### src/rtl/bit_scan_pkg.sv
// Shared types and helpers for the bit-scan serializer.
package bit_scan_pkg;

  typedef enum logic {IDLE, SCAN} scan_state_t;

  // Widest word the helper below handles; callers cast to and from this width.
  localparam int SCAN_MAX_W = 64;

  function automatic logic [SCAN_MAX_W-1:0] clear_bit(input logic [SCAN_MAX_W-1:0] word,
                                                      input int unsigned           pos);
    logic [SCAN_MAX_W-1:0] res;
    res      = word;
    res[pos] = 1'b0;
    return res;
  endfunction

endpackage

### src/rtl/priority_encoder.sv
// Lowest-set-bit priority encoder: pos is the smallest set index, valid when any bit is set.
module priority_encoder #(
  parameter  int DATA_WIDTH = 8,
  localparam int POS_W      = $clog2(DATA_WIDTH)
) (
  input  logic [DATA_WIDTH-1:0] data,
  output logic [POS_W-1:0]      pos,
  output logic                  valid
);

  always_comb begin
    pos   = '0;
    valid = 1'b0;
    // Walking downward lets the lowest set bit be the last one written.
    for (int i = DATA_WIDTH - 1; i >= 0; i--) begin
      if (data[i]) begin
        pos   = POS_W'(i);
        valid = 1'b1;
      end
    end
  end

endmodule

### src/rtl/bit_scan_serializer.sv
// Serialises the set-bit indices of a multi-hot word, lowest first, over valid/ready.
// Optional macro BIT_SCAN_ZERO_BEAT_EN: zero words yield one out_empty beat instead of being dropped.
module bit_scan_serializer
  import bit_scan_pkg::*;
#(
  parameter  int DATA_WIDTH = 8,
  localparam int POS_W      = $clog2(DATA_WIDTH)
) (
  input  logic                  clk,
  input  logic                  rst,
  input  logic [DATA_WIDTH-1:0] in_data,
  input  logic                  in_valid,
  output logic                  in_ready,
  output logic [POS_W-1:0]      out_pos,
  output logic                  out_last,
  output logic                  out_valid,
`ifdef BIT_SCAN_ZERO_BEAT_EN
  output logic                  out_empty,
`endif
  input  logic                  out_ready,
  output logic                  busy
);

  scan_state_t           state_q, state_d;
  logic [DATA_WIDTH-1:0] word_q, word_d;
  logic [POS_W-1:0]      enc_pos;
  logic                  enc_valid;
  logic                  beat;
  logic                  accept;

  priority_encoder #(.DATA_WIDTH(DATA_WIDTH)) u_enc (
    .data  (word_q),
    .pos   (enc_pos),
    .valid (enc_valid)
  );

`ifdef BIT_SCAN_ZERO_BEAT_EN
  logic empty_q, empty_d;
  assign out_empty = (state_q == SCAN) && empty_q;
  assign out_valid = (state_q == SCAN) && (enc_valid || empty_q);
`else
  assign out_valid = (state_q == SCAN) && enc_valid;
`endif

  // An empty held word also reads as "last" here, which the zero-beat response relies on.
  assign out_last = (state_q == SCAN) && ~|(word_q & (word_q - DATA_WIDTH'(1)));
  assign out_pos  = enc_pos;
  assign busy     = (state_q == SCAN);
  assign beat     = out_valid && out_ready;
  assign in_ready = (state_q == IDLE) || (beat && out_last);
  assign accept   = in_valid && in_ready;

  always_comb begin
    state_d = state_q;
    word_d  = word_q;
`ifdef BIT_SCAN_ZERO_BEAT_EN
    empty_d = empty_q;
`endif
    if (beat) begin
      word_d = DATA_WIDTH'(clear_bit(SCAN_MAX_W'(word_q), 32'(enc_pos)));
      if (out_last) begin
        state_d = IDLE;
`ifdef BIT_SCAN_ZERO_BEAT_EN
        empty_d = 1'b0;
`endif
      end
    end
    if (accept) begin
      if (in_data != '0) begin
        word_d  = in_data;
        state_d = SCAN;
`ifdef BIT_SCAN_ZERO_BEAT_EN
        empty_d = 1'b0;
`endif
      end
`ifdef BIT_SCAN_ZERO_BEAT_EN
      else begin
        word_d  = '0;
        state_d = SCAN;
        empty_d = 1'b1;
      end
`endif
    end
  end

  always_ff @(posedge clk) begin
    if (rst) begin
      state_q <= IDLE;
      word_q  <= '0;
`ifdef BIT_SCAN_ZERO_BEAT_EN
      empty_q <= 1'b0;
`endif
    end else begin
      state_q <= state_d;
      word_q  <= word_d;
`ifdef BIT_SCAN_ZERO_BEAT_EN
      empty_q <= empty_d;
`endif
    end
  end

endmodule

### config.mk
export PLATFORM = sky130hd
export DESIGN_NAME = bit_scan_serializer
export DESIGN_NICKNAME = d
export VERILOG_FILES = /design/src/rtl/bit_scan_pkg.sv /design/src/rtl/priority_encoder.sv /design/src/rtl/bit_scan_serializer.sv
export SDC_FILE = /design/constraint.sdc
export NUM_CORES = 1
export LEC_CHECK = 0
export CORE_MARGIN = 5
export CORE_UTILIZATION = 35
export CTS_CLUSTER_DIAMETER = 150
export DETAILED_ROUTE_END_ITERATION = 16
export DONT_BUFFER_PORTS = 1
export SYNTH_ARGS = -nofsm -noshare
export SYNTH_HDL_FRONTEND = slang
export SYNTH_SLANG_ARGS = --single-unit
### constraint.sdc
create_clock -name clk -period 3.15 [get_ports clk]
set_clock_uncertainty 0.15 [all_clocks]
set_input_delay 0.63 -clock clk [delete_from_list [all_inputs] [get_ports clk]]
set_output_delay 0.63 -clock clk [all_outputs]
set_load 0.02 [all_outputs]
==> impl_results.md <==
- Outcome: finished clean
- Total grt overflow: 0
- Vias/cell: 6.76
- 1st-iter DRT viols: 15
- Initial core utilization: 0.362
- Synth cell types: 30
- Reg clk slew, reported paths: ~0.060 ns
- Most frequent cells in the layout: dfxtp_1, nor3_1, a32o_1, nor2_1
- MaxCap Viol Count: 0
- H-tree levels: 1
- # Post-CTS Setup Buffers: 0
- Initial antenna violation count: 0
- Worst Setup SP: word_q[1]
- WS Path Type: flop to output pin
- Clk buf depth: 2
- Final period util: 0.948
- Fin. Hold Viols: 0
- Data required time of the worst path: between 2 and 2.5 ns
- CP arrival: 2.21 ns
- Gpl congestion: 0.736
- Final setup violation count: 0
- Layout cell share with drive strength beyond 1: 0.127
- Pins Over Slew Limit: 0
- Layout Cells excl Fill: a little under 90
- Most common cell after layout, fill and taps aside: dfxtp_1
- RSZ-0062 raised after global routing: false
- Die height: 51.8 µm
- Clk root buf: clkbuf_4
- PD cells: approximately 550 nW/µm²
- DRC errors left: 0
- Upper clock frequency limit: 0.335 GHz
- Post-route antenna net violation count: 0
- Seq cells post-synth: 9
- Post-synthesis cell area: 612 µm²
- CP Capture Type: output pin
- Critical path's top delay family: simple AND/OR/NAND/NOR gates
- Detailed Route WL: between 1.5 and 2 mm
- I/O pin count: 19
- DR pass1 iterations: 4
- Hold Path Class: input port to flop
- Worst-skew pair later-pin latency: 0.26 ns
- Core Rows: 15
- Sum Neg Setup Slack: 0 ns
- Area grow syn2layout: 4.29%
- Antenna fix cells: 0
- Mapped Cells: 73
- Die X: 51.8 µm
- Worst r2r src: word_q[1]
- Vias: between 500 and 600
- Fillers: 186
- DP Cell Count: 84
- Pin count of the biggest net entering global routing: 10
- Syn Nets: 85
- Vias in the first global route: 526
- Number of port buffers: 0
- Maximum VDD drop: 0.222 mV
- HPWL after DPL: 1.20 mm
- Worst slew pin tran: 0.647 ns
- DIE AREA: 2680 µm²
- Fin crit period: 2.99 ns
- Slowest stage cell, crit path: or4_4
- Syn. warnings: 0
- Clock sink total: 9
- CP Max Fanout: 9
- Post-synthesis sequential area ratio: 0.294
- Slowest stage delay, CP: between 0.6 and 0.7 ns
- Leakage power total: 0.206 nW
- DR WL/cell: 18.0 µm
- Max-slew headroom: 0.565
- Min-delay src: rst
- Crit path launch type: flop
- Critical path, cell by cell: or4_4 > a2111oi_4 > or3_1 > nor3b_1 > buf_4
- Core area: 1690 µm²
- CTS Buf Count: 3
- Avg Cell Area, Syn: around 8.4 µm²
- CTS tree: built
- Tot GR Track Use: 0.123
- WP buf/inv: 1
- First-pass GRT wire length: 2.44 mm
- Final #Nets: 84
## worst paths after layout
check	end	slack, ns	cells after the start
hold / removal	busy	0.28	1
hold reg to reg	word_q[3]	0.51	1
setup / recovery	out_last	0.16	5
setup reg to reg	word_q[1]	0.75	5
## sequential cells by signal, summed over array words and instances (netlist names)
name / flops
busy: 1
word_q: 8
## synth_stat cells
library cell | instances | area (µm²)
a211oi_1 | 1 | 7.51
nand3_1 | 2 | 10.0
o21bai_1 | 1 | 7.51
nor2b_1 | 1 | 6.26
a21oi_1 | 2 | 10.0
nor3_1 | 8 | 40.0
or4_1 | 4 | 30.0
inv_1 | 2 | 7.51
and4bb_1 | 1 | 12.5
buf_2 | 3 | 15.0
buf_4 | 2 | 15.0
buf_6 | 1 | 11.3
o21ai_0 | 3 | 15.0
a211o_1 | 1 | 8.76
nor3b_1 | 2 | 15.0
nor2_1 | 5 | 18.8
or3_1 | 2 | 12.5
o21a_1 | 1 | 7.51
a2111oi_2 | 2 | 30.0
a32o_1 | 7 | 70.1
o21ai_1 | 2 | 10.0
and2b_1 | 1 | 7.51
clkbuf_1 | 1 | 3.75
or2_2 | 1 | 6.26
a22o_1 | 1 | 8.76
dfxtp_1 | 9 | 180
a211oi_2 | 1 | 12.5
nor4_1 | 3 | 18.8
nand2_1 | 2 | 7.51
nand2b_1 | 1 | 6.26
## layer usage
layer  global-route usage  part of all wire
met5                    0                 0
met2                0.184              0.47
met3               0.0716              0.11
met1                0.146              0.41
met4               0.0393            0.0051
## power breakdown
part	total, W	leakage, nW	switching [W]	internal (W)
clock network	0.0000921	0.0150	0.0000431	0.0000490
logic	0.000110	0.117	0.0000651	0.0000448
registers	0.000146	0.0741	0.0000228	0.000123
## area by class of cell
type	count	area, µm²	share of cell area
multi-input cells	55	395	0.620
well taps	17	21.3	0.0333
inverters	2	7.51	0.0118
clock buffers	4	26.3	0.0412
repair buffers	1	7.51	0.0118
flip-flops and latches	9	180	0.282
## timing repair
action                                 CTS  global route
hold buffers                             0             0
setup endpoints to repair                0             1
endpoints found under the hold margin    0             0
gates resized for setup                  0             2
## metrics by stage
step,instance area (µm²),worst slack (ns),hold WS (ns),power [W],util
6_report,638,0.165,0.277,0.000348,0.378
3_3_place_gp,596,0.383,0.475,0.000249,0.353
3_5_place_dp,596,0.317,0.470,0.000252,0.353
2_1_floorplan,612,0.223,0.426,0.000240,-
4_1_cts,622,0.0234,0.270,0.000345,0.368
5_1_grt,638,0.000142,0.269,0.000371,0.378
## kinds of logic after synthesis
group / Yosys count / share of synthesized area
compound gates: 22 / 0.307
flops: 9 / 0.294
buf+inv: 9 / 0.0859
simple gates: 33 / 0.313
(Power assumes the default switching activity.)
